**src/rtl/multicycle_controller_pkg.sv**
```systemverilog
// Shared encodings for the multicycle controller: FSM states, ALU/shifter ops,
// datapath mux selects, instruction classes and condition codes.
package multicycle_controller_pkg;

  typedef enum logic [3:0] {
    S_FETCH  = 4'd0,
    S_DECODE = 4'd1,
    S_EXECR  = 4'd2,
    S_EXECI  = 4'd3,
    S_ALUWB  = 4'd4,
    S_MEMADR = 4'd5,
    S_MEMRD  = 4'd6,
    S_MEMWB  = 4'd7,
    S_MEMWR  = 4'd8,
    S_BRANCH = 4'd9,
    S_HALT   = 4'd10
  } state_e;

  localparam logic [2:0] ALU_ADD = 3'b000;
  localparam logic [2:0] ALU_SUB = 3'b001;
  localparam logic [2:0] ALU_AND = 3'b010;
  localparam logic [2:0] ALU_ORR = 3'b011;
  localparam logic [2:0] ALU_MOV = 3'b101;

  localparam logic [2:0] SH_LSL  = 3'b000;
  localparam logic [2:0] SH_LSR  = 3'b001;
  localparam logic [2:0] SH_ASR  = 3'b010;
  localparam logic [2:0] SH_ROR  = 3'b011;
  localparam logic [2:0] SH_NONE = 3'b111;

  localparam logic [1:0] SRCA_PC    = 2'b00;
  localparam logic [1:0] SRCA_REG   = 2'b01;
  localparam logic [1:0] SRCB_REG   = 2'b00;
  localparam logic [1:0] SRCB_IMM   = 2'b01;
  localparam logic [1:0] SRCB_FOUR  = 2'b11;
  localparam logic [1:0] RES_ALUOUT = 2'b00;
  localparam logic [1:0] RES_DATA   = 2'b01;
  localparam logic [1:0] RES_ALU    = 2'b10;

  localparam logic [1:0] OP_DP  = 2'b00;
  localparam logic [1:0] OP_MEM = 2'b01;
  localparam logic [1:0] OP_BR  = 2'b10;

  localparam logic [3:0] CMD_AND = 4'b0000;
  localparam logic [3:0] CMD_SUB = 4'b0010;
  localparam logic [3:0] CMD_ADD = 4'b0100;
  localparam logic [3:0] CMD_CMP = 4'b1010;
  localparam logic [3:0] CMD_ORR = 4'b1100;
  localparam logic [3:0] CMD_MOV = 4'b1101;

  localparam logic [3:0] COND_EQ = 4'b0000;
  localparam logic [3:0] COND_NE = 4'b0001;
  localparam logic [3:0] COND_CS = 4'b0010;
  localparam logic [3:0] COND_CC = 4'b0011;
  localparam logic [3:0] COND_MI = 4'b0100;
  localparam logic [3:0] COND_PL = 4'b0101;
  localparam logic [3:0] COND_VS = 4'b0110;
  localparam logic [3:0] COND_VC = 4'b0111;
  localparam logic [3:0] COND_HI = 4'b1000;
  localparam logic [3:0] COND_LS = 4'b1001;
  localparam logic [3:0] COND_GE = 4'b1010;
  localparam logic [3:0] COND_LT = 4'b1011;
  localparam logic [3:0] COND_GT = 4'b1100;
  localparam logic [3:0] COND_LE = 4'b1101;
  localparam logic [3:0] COND_AL = 4'b1110;
  localparam logic [3:0] COND_NV = 4'b1111;

  function automatic logic cmd_defined(input logic [3:0] cmd);
    case (cmd)
      CMD_AND, CMD_SUB, CMD_ADD, CMD_CMP, CMD_ORR, CMD_MOV: return 1'b1;
      default: return 1'b0;
    endcase
  endfunction

  function automatic logic [2:0] cmd_aluop(input logic [3:0] cmd);
    case (cmd)
      CMD_SUB, CMD_CMP: return ALU_SUB;
      CMD_AND:          return ALU_AND;
      CMD_ORR:          return ALU_ORR;
      CMD_MOV:          return ALU_MOV;
      default:          return ALU_ADD;
    endcase
  endfunction

endpackage

```
**src/rtl/multicycle_controller_if.sv**
```systemverilog
// Controller <-> datapath bundle: IR/flags in, all datapath controls out.
// master = controller side, slave = datapath side.
interface multicycle_controller_if;
  logic [31:0] INSTRUCTION;
  logic [3:0]  FLAGS;
  logic        A3Src;
  logic        AdrSrc;
  logic        FlagUpdate;
  logic        IRWrite;
  logic        MemWrite;
  logic        PCWrite;
  logic        RegWrite;
  logic        WD3Src;
  logic [1:0]  ALUSrcA;
  logic [1:0]  ALUSrcB;
  logic [1:0]  ResultSrc;
  logic [1:0]  RegSrc;
  logic [2:0]  ALUop;
  logic [2:0]  ShiftType;
  logic        halted;

  modport master (
    input  INSTRUCTION, FLAGS,
    output A3Src, AdrSrc, FlagUpdate, IRWrite, MemWrite, PCWrite, RegWrite, WD3Src,
    output ALUSrcA, ALUSrcB, ResultSrc, RegSrc, ALUop, ShiftType, halted
  );

  modport slave (
    output INSTRUCTION, FLAGS,
    input  A3Src, AdrSrc, FlagUpdate, IRWrite, MemWrite, PCWrite, RegWrite, WD3Src,
    input  ALUSrcA, ALUSrcB, ResultSrc, RegSrc, ALUop, ShiftType, halted
  );
endinterface

```
**src/rtl/multicycle_controller_cond_check.sv**
```systemverilog
// Combinational condition-code evaluator; flags_i is {N,Z,C,V}.
module multicycle_controller_cond_check
  import multicycle_controller_pkg::*;
(
  input  logic [3:0] cond_i,
  input  logic [3:0] flags_i,
  output logic       pass_o
);
  logic n, z, c, v;
  assign {n, z, c, v} = flags_i;

  always_comb begin
    pass_o = 1'b0;
    case (cond_i)
      COND_EQ: pass_o = z;
      COND_NE: pass_o = !z;
      COND_CS: pass_o = c;
      COND_CC: pass_o = !c;
      COND_MI: pass_o = n;
      COND_PL: pass_o = !n;
      COND_VS: pass_o = v;
      COND_VC: pass_o = !v;
      COND_HI: pass_o = c && !z;
      COND_LS: pass_o = !c || z;
      COND_GE: pass_o = (n == v);
      COND_LT: pass_o = (n != v);
      COND_GT: pass_o = !z && (n == v);
      COND_LE: pass_o = z || (n != v);
      COND_AL: pass_o = 1'b1;
      default: pass_o = 1'b0;
    endcase
  end
endmodule

```
**src/rtl/multicycle_controller.sv**
```systemverilog
// Main control FSM of the multicycle computer. Define CTRL_ILLEGAL_TRAP_EN to
// trap undefined encodings in a HALT state instead of retiring them as NOPs.
module multicycle_controller
  import multicycle_controller_pkg::*;
(
  input  logic                           clock,
  input  logic                           reset,
  multicycle_controller_if.master        dp,
  output state_e                         state_o
);
  state_e state_q, state_d;

  logic [3:0] cond, cmd;
  logic [1:0] op;
  logic       imm_bit, s_bit, u_bit, l_bit, link_bit;
  logic       cond_pass, cmd_ok, illegal;
  logic       unused_instr_bits;

  assign cond     = dp.INSTRUCTION[31:28];
  assign op       = dp.INSTRUCTION[27:26];
  assign imm_bit  = dp.INSTRUCTION[25];
  assign cmd      = dp.INSTRUCTION[24:21];
  assign link_bit = dp.INSTRUCTION[24];
  assign u_bit    = dp.INSTRUCTION[23];
  assign s_bit    = dp.INSTRUCTION[20];
  assign l_bit    = dp.INSTRUCTION[20];
  assign unused_instr_bits = ^{dp.INSTRUCTION[19:7], dp.INSTRUCTION[4:0]};

  multicycle_controller_cond_check u_cond_check (
    .cond_i  (cond),
    .flags_i (dp.FLAGS),
    .pass_o  (cond_pass)
  );

  assign cmd_ok = cmd_defined(cmd);

  // With the trap enabled an illegal encoding halts even if its condition
  // would fail; cond=1111 is then treated as illegal rather than "never".
`ifdef CTRL_ILLEGAL_TRAP_EN
  localparam state_e TRAP_STATE = S_HALT;
  assign illegal = (op == 2'b11) || ((op == OP_DP) && !cmd_ok) || (cond == COND_NV);
`else
  localparam state_e TRAP_STATE = S_FETCH;
  assign illegal = (op == 2'b11) || ((op == OP_DP) && !cmd_ok);
`endif

  always_ff @(posedge clock) begin
    if (reset) state_q <= S_FETCH;
    else       state_q <= state_d;
  end

  assign state_o = state_q;

  always_comb begin
    state_d       = state_q;
    dp.A3Src      = 1'b0;
    dp.AdrSrc     = 1'b0;
    dp.FlagUpdate = 1'b0;
    dp.IRWrite    = 1'b0;
    dp.MemWrite   = 1'b0;
    dp.PCWrite    = 1'b0;
    dp.RegWrite   = 1'b0;
    dp.WD3Src     = 1'b0;
    dp.ALUSrcA    = SRCA_PC;
    dp.ALUSrcB    = SRCB_REG;
    dp.ResultSrc  = RES_ALUOUT;
    dp.RegSrc     = 2'b00;
    dp.ALUop      = ALU_ADD;
    dp.ShiftType  = SH_NONE;
    dp.halted     = 1'b0;
    // Reset masks every output in the same cycle so no partial write escapes.
    if (!reset) begin
      case (state_q)
        S_FETCH: begin
          dp.IRWrite   = 1'b1;
          dp.PCWrite   = 1'b1;
          dp.ALUSrcB   = SRCB_FOUR;
          dp.ResultSrc = RES_ALU;
          state_d      = S_DECODE;
        end
        S_DECODE: begin
          dp.RegSrc  = {op == OP_MEM, op == OP_BR};
          dp.ALUSrcA = SRCA_REG;
          dp.ALUSrcB = SRCB_IMM;
          if (illegal)         state_d = TRAP_STATE;
          else if (!cond_pass) state_d = S_FETCH;
          else if (op == OP_BR)  state_d = S_BRANCH;
          else if (op == OP_MEM) state_d = S_MEMADR;
          else                   state_d = imm_bit ? S_EXECI : S_EXECR;
        end
        S_EXECR, S_EXECI: begin
          dp.ALUSrcA    = SRCA_REG;
          dp.ALUSrcB    = (state_q == S_EXECI) ? SRCB_IMM : SRCB_REG;
          dp.ALUop      = cmd_aluop(cmd);
          dp.FlagUpdate = s_bit;
          if ((state_q == S_EXECR) && (cmd == CMD_MOV))
            dp.ShiftType = {1'b0, dp.INSTRUCTION[6:5]};
          state_d = (cmd == CMD_CMP) ? S_FETCH : S_ALUWB;
        end
        S_ALUWB: begin
          dp.RegWrite = 1'b1;
          state_d     = S_FETCH;
        end
        S_MEMADR: begin
          dp.ALUSrcA = SRCA_REG;
          dp.ALUSrcB = SRCB_IMM;
          dp.ALUop   = u_bit ? ALU_ADD : ALU_SUB;
          state_d    = l_bit ? S_MEMRD : S_MEMWR;
        end
        S_MEMRD: begin
          dp.AdrSrc = 1'b1;
          state_d   = S_MEMWB;
        end
        S_MEMWB: begin
          dp.RegWrite  = 1'b1;
          dp.ResultSrc = RES_DATA;
          state_d      = S_FETCH;
        end
        S_MEMWR: begin
          dp.MemWrite = 1'b1;
          dp.AdrSrc   = 1'b1;
          dp.RegSrc   = 2'b10;
          state_d     = S_FETCH;
        end
        S_BRANCH: begin
          dp.PCWrite   = 1'b1;
          dp.ALUSrcA   = SRCA_REG;
          dp.ALUSrcB   = SRCB_IMM;
          dp.ResultSrc = RES_ALU;
          if (link_bit) begin
            dp.RegWrite = 1'b1;
            dp.A3Src    = 1'b1;
            dp.WD3Src   = 1'b1;
          end
          state_d = S_FETCH;
        end
`ifdef CTRL_ILLEGAL_TRAP_EN
        S_HALT: begin
          dp.halted = 1'b1;
          state_d   = S_HALT;
        end
`endif
        default: state_d = S_FETCH;
      endcase
    end
  end
endmodule
```
**src/flat_wrapper.sv**
```systemverilog
// flat-port wrapper written by rule: the top's interface ports become plain ports
module multicycle_controller_flat import multicycle_controller_pkg::*;
  (clock, reset, state_o, dp_INSTRUCTION, dp_FLAGS, dp_A3Src, dp_AdrSrc, dp_FlagUpdate, dp_IRWrite, dp_MemWrite, dp_PCWrite, dp_RegWrite, dp_WD3Src, dp_ALUSrcA, dp_ALUSrcB, dp_ResultSrc, dp_RegSrc, dp_ALUop, dp_ShiftType, dp_halted);
  multicycle_controller_if dp_i ();
  input  logic clock;
  input  logic reset;
  output state_e state_o;
  input wire logic [$bits(dp_i.INSTRUCTION)-1:0] dp_INSTRUCTION;
  input wire logic [$bits(dp_i.FLAGS)-1:0] dp_FLAGS;
  output wire logic [$bits(dp_i.A3Src)-1:0] dp_A3Src;
  output wire logic [$bits(dp_i.AdrSrc)-1:0] dp_AdrSrc;
  output wire logic [$bits(dp_i.FlagUpdate)-1:0] dp_FlagUpdate;
  output wire logic [$bits(dp_i.IRWrite)-1:0] dp_IRWrite;
  output wire logic [$bits(dp_i.MemWrite)-1:0] dp_MemWrite;
  output wire logic [$bits(dp_i.PCWrite)-1:0] dp_PCWrite;
  output wire logic [$bits(dp_i.RegWrite)-1:0] dp_RegWrite;
  output wire logic [$bits(dp_i.WD3Src)-1:0] dp_WD3Src;
  output wire logic [$bits(dp_i.ALUSrcA)-1:0] dp_ALUSrcA;
  output wire logic [$bits(dp_i.ALUSrcB)-1:0] dp_ALUSrcB;
  output wire logic [$bits(dp_i.ResultSrc)-1:0] dp_ResultSrc;
  output wire logic [$bits(dp_i.RegSrc)-1:0] dp_RegSrc;
  output wire logic [$bits(dp_i.ALUop)-1:0] dp_ALUop;
  output wire logic [$bits(dp_i.ShiftType)-1:0] dp_ShiftType;
  output wire logic [$bits(dp_i.halted)-1:0] dp_halted;
  assign dp_i.INSTRUCTION = dp_INSTRUCTION;
  assign dp_i.FLAGS = dp_FLAGS;
  assign dp_A3Src = dp_i.A3Src;
  assign dp_AdrSrc = dp_i.AdrSrc;
  assign dp_FlagUpdate = dp_i.FlagUpdate;
  assign dp_IRWrite = dp_i.IRWrite;
  assign dp_MemWrite = dp_i.MemWrite;
  assign dp_PCWrite = dp_i.PCWrite;
  assign dp_RegWrite = dp_i.RegWrite;
  assign dp_WD3Src = dp_i.WD3Src;
  assign dp_ALUSrcA = dp_i.ALUSrcA;
  assign dp_ALUSrcB = dp_i.ALUSrcB;
  assign dp_ResultSrc = dp_i.ResultSrc;
  assign dp_RegSrc = dp_i.RegSrc;
  assign dp_ALUop = dp_i.ALUop;
  assign dp_ShiftType = dp_i.ShiftType;
  assign dp_halted = dp_i.halted;
  multicycle_controller u_core (.clock(clock), .reset(reset), .dp(dp_i), .state_o(state_o));
endmodule
```
**config.mk**
```make
export PLATFORM = sky130hd
export DESIGN_NAME = multicycle_controller_flat
export DESIGN_NICKNAME = d
export VERILOG_FILES = /design/src/rtl/multicycle_controller_pkg.sv /design/src/rtl/multicycle_controller_if.sv /design/src/rtl/multicycle_controller_cond_check.sv /design/src/rtl/multicycle_controller.sv /design/src/flat_wrapper.sv
export SDC_FILE = /design/constraint.sdc
export NUM_CORES = 1
export LEC_CHECK = 0
export CAP_MARGIN = 10
export CORE_MARGIN = 5
export CORE_UTILIZATION = 35
export CTS_CLUSTER_SIZE = 40
export DETAILED_ROUTE_END_ITERATION = 8
export GPL_ROUTABILITY_DRIVEN = 0
export PLACE_DENSITY = 0.79
export SETUP_SLACK_MARGIN = 0.4
export SLEW_MARGIN = 20
export SYNTH_ARGS = -nofsm -noshare
export SYNTH_HDL_FRONTEND = slang
export SYNTH_HIERARCHICAL = 1
export SYNTH_SLANG_ARGS = --single-unit
```
**constraint.sdc**
```tcl
create_clock -name clock -period 2.4 [get_ports clock]
set_clock_uncertainty 0.15 [all_clocks]
set_input_delay 0.48 -clock clock [delete_from_list [all_inputs] [get_ports clock]]
set_output_delay 0.48 -clock clock [all_outputs]
set_load 0.02 [all_outputs]
```
==> reports/metrics.csv <==
stage,metric,value,unit
synthesis,synth_edf_count,0,
cells_and_area,mostFrequentLayoutCells,"54 x buf_4, 18 x buf_6, 9 x nor2_1",
global_route,grt_pass1_vias,1284,
power,swShare,42.3,%
route,first_pass_iters,4,
global_route,busiest_layer,met2,
global_route,grt_max_degree,14,
run,drv_cap,0,
global_route,globalRouteOverflowTotal,0,
floorplan,dieArea,3660,um2
sta,setup_ws,238,ps
global_route,use_met3,5.32,%
clocking,clkLatencyLatePin,240,ps
worst_setup_path,cpPeakStageDelay,280,ps
clocking,holdBufCountCts,0,
floorplan,core_area,2450,um2
route,vias,1400,
worst_setup_path,cp_max_fo,3,
sta,rsz0062_at_grt,yes,
worst_setup_path,r2r-end,u_core/state_o[0],
floorplan,io_pins,65,
clocking,cts_buffers,3,
global_route,met2_usage,37.2,%
synthesis,async_flop_share,0,%
worst_setup_path,critPathRequiredTime,1770,ps
clocking,cts_max_path_buffers,2,
floorplan,die_h,60.5,um
route,drtIter0Drc,66,
floorplan,rows,18,
cells_and_area,final_common_cell,buf_4,
clocking,root_buffer,clkbuf_4,
synthesis,ys_warn_count,6,
power,p_total,0.548,mW
power,power_leakage,0.919,nW
clocking,numClockSinks,4,
power,seqPwrFrac,14.6,%
route,wl,4680,um
cells_and_area,nNetsFinal,267,
clocking,cts-htree-levels,1,
route,final_antenna_net_count,0,
global_route,grt_pass1_wl,5580,um
sta,max_freq,0.463,GHz
synthesis,synth_area_leaders,"dfxtp_1 9.0%, ha_1 7.0%, nor2_1 5.9%, a21oi_1 5.6%, nand2b_1 5.6%",
power,p_comb_share,69.4,%
placement,place_ws,-459,ps
synthesis,synth_cells,130,
cells_and_area,drive_gt1_share,66.7,%
sta,post-route-period-util,90.1,%
synthesis,avgSynthCellArea,6.87,um2
synthesis,synth_area,893,um2
worst_setup_path,rrSetupSlack,590,ps
power,ir_drop,0.000519,V
synthesis,yosysTopAreaCell,dfxtp_1,
worst_setup_path,rr_startpoint,u_core/state_o[0],
clocking,cts_tree,done,
worst_hold_path,hold_path_end,u_core/state_o[2],
synthesis,synth-seq-cells,4,
synthesis,synth_top_area_share,8.96,%
cells_and_area,largest_reg_flops,4,
floorplan,die_w,60.5,um
power,p_int,0.316,mW
placement,portBuffers,44,
sta,timing.final.max_slew_violations,0,
synthesis,synth-main-ff-cell,dfxtp_1,
power,pwr-share-clk,16.0,%
route,viasPerCell,5.56,
route,avgRoutedWirePerCell,18.6,um
sta,hold_viol,0,
outcome,status,completed,
worst_hold_path,min_from,u_core/state_o[1],
power,power_density,264,nW/um2
worst_setup_path,cp_slowest_cell,dlygate4sd2_1,
global_route,grtUsageTotal,20.0,%
worst_setup_path,start_kind,input pin,
global_route,use_met1,22.8,%
route,post-route-drc-count,0,
synthesis,synth_cell_types,44,
clocking,cts.clk_slew.worst_paths,40,ps
sta,setup_viol,0,
worst_setup_path,crit_type,in2out,
cells_and_area,areaGrowthSynthToFinish,132,%
worst_setup_path,arrival,1530,ps
worst_hold_path,hold_class,reg2reg,
global_route,antenna_found_initial,0,
sta,min_period,2160,ps
worst_setup_path,end_kind,primary output,
cells_and_area,insertedDiodeCount,0,
worst_hold_path,hold_depth,3,
placement,hpwlAfterDp,2370,um
synthesis,yosysSeqAreaShare,8.96,%
worst_setup_path,r2r_cells,5,
power,p_switching,0.232,mW
floorplan,start_util,36.4,%
worst_setup_path,crit_chain,dlygate4sd2_1 -> nor4_4 -> nand3_2 -> or2_4 -> buf_6,
-- metal layers --
layer	vias to the layer above	share of wire (%)
li1	641	-
met1	659	35
met2	84	54
met3	16	7.6
met4	0	3.1
met5	-	0
-- metrics by stage --
step	hold slack (ps)	std cells	TNS, ps	util, %	area, um2
after floorplan	505	131	0	-	932
after CTS	481	229	0	68.2	1680
after detailed placement	507	220	-7480	63.0	1550
after global placement	488	220	-7080	63.0	1550
after global routing	600	252	0	84.5	2070
final	581	252	0	84.5	2070
-- critical path, delay by kind of cell --
kind,cells,cell delay (ps)
buffers and inverters,2,410
and+or+nand+nor,3,650
-- worst max-delay path by stage --
stage | startpoint | end | slack (ps) | cells after the start
after floorplan | reset | dp_MemWrite | 190 | 3
final | dp_INSTRUCTION[22] | dp_ShiftType[0] | 240 | 5
after global placement | dp_INSTRUCTION[26] | dp_RegSrc[1] | -470 | 5
after global routing | u_core/state_o[1] | dp_ShiftType[0] | 140 | 5
after detailed placement | dp_INSTRUCTION[27] | dp_RegSrc[1] | -460 | 6
after CTS | u_core/state_o[3] | dp_ShiftType[1] | 130 | 5
-- layout make-up --
| cell class | instances | area, um2 |
|---|---|---|
| repair buffers | 100 | 890 |
| fillers | 136 | 380 |
| flip-flops and latches | 4 | 92.6 |
| inverters | 7 | 26.3 |
| multi-input cells | 108 | 1010 |
| well taps | 30 | 37.5 |
| clock buffers | 3 | 22.5 |
-- kinds of logic after synthesis --
| family | after synthesis | synth area share [%] |
|---|---|---|
| compound gates | 29 | 23.8 |
| xor+xnor | 4 | 4.76 |
| mux | 1 | 1.68 |
| other cells | 1 | 0.420 |
| flops | 4 | 8.96 |
| fa+ha+maj | 5 | 7.00 |
| buf+inv | 19 | 9.94 |
| simple gates | 67 | 43.4 |
-- cells in the mapped netlist, types with 3 or more instances --
| library cell | instances |
|---|---|
| and3_1 | 3 |
| nor2_1 | 14 |
| nand3_1 | 4 |
| nor3_1 | 5 |
| buf_4 | 4 |
| nand3b_1 | 4 |
| nor2b_1 | 3 |
| a21oi_1 | 10 |
| nand2b_1 | 8 |
| clkbuf_1 | 5 |
| nor4_1 | 5 |
| inv_1 | 7 |
| nand2_1 | 11 |
| xor2_1 | 3 |
| dfxtp_1 | 4 |
| ha_1 | 5 |
-- timing repair --
action / 4_1_cts / 5_1_grt
setup endpoints to repair: 28 / 22
pin swaps: 19 / 26
gates resized for setup: 181 / 67
setup buffers: 5 / 21
gates cloned: 1 / 2
-- power groups by stage --
stage / registers, mW / clock network, mW / logic [mW]
global placement: 0.0803 / 0 / 0.267
floorplan: 0.0832 / 0 / 0.139
detailed placement: 0.0807 / 0 / 0.272
finish: 0.0800 / 0.0878 / 0.380
global route: 0.0804 / 0.0984 / 0.401
CTS: 0.0804 / 0.0923 / 0.288
(Power assumes the default switching activity.)
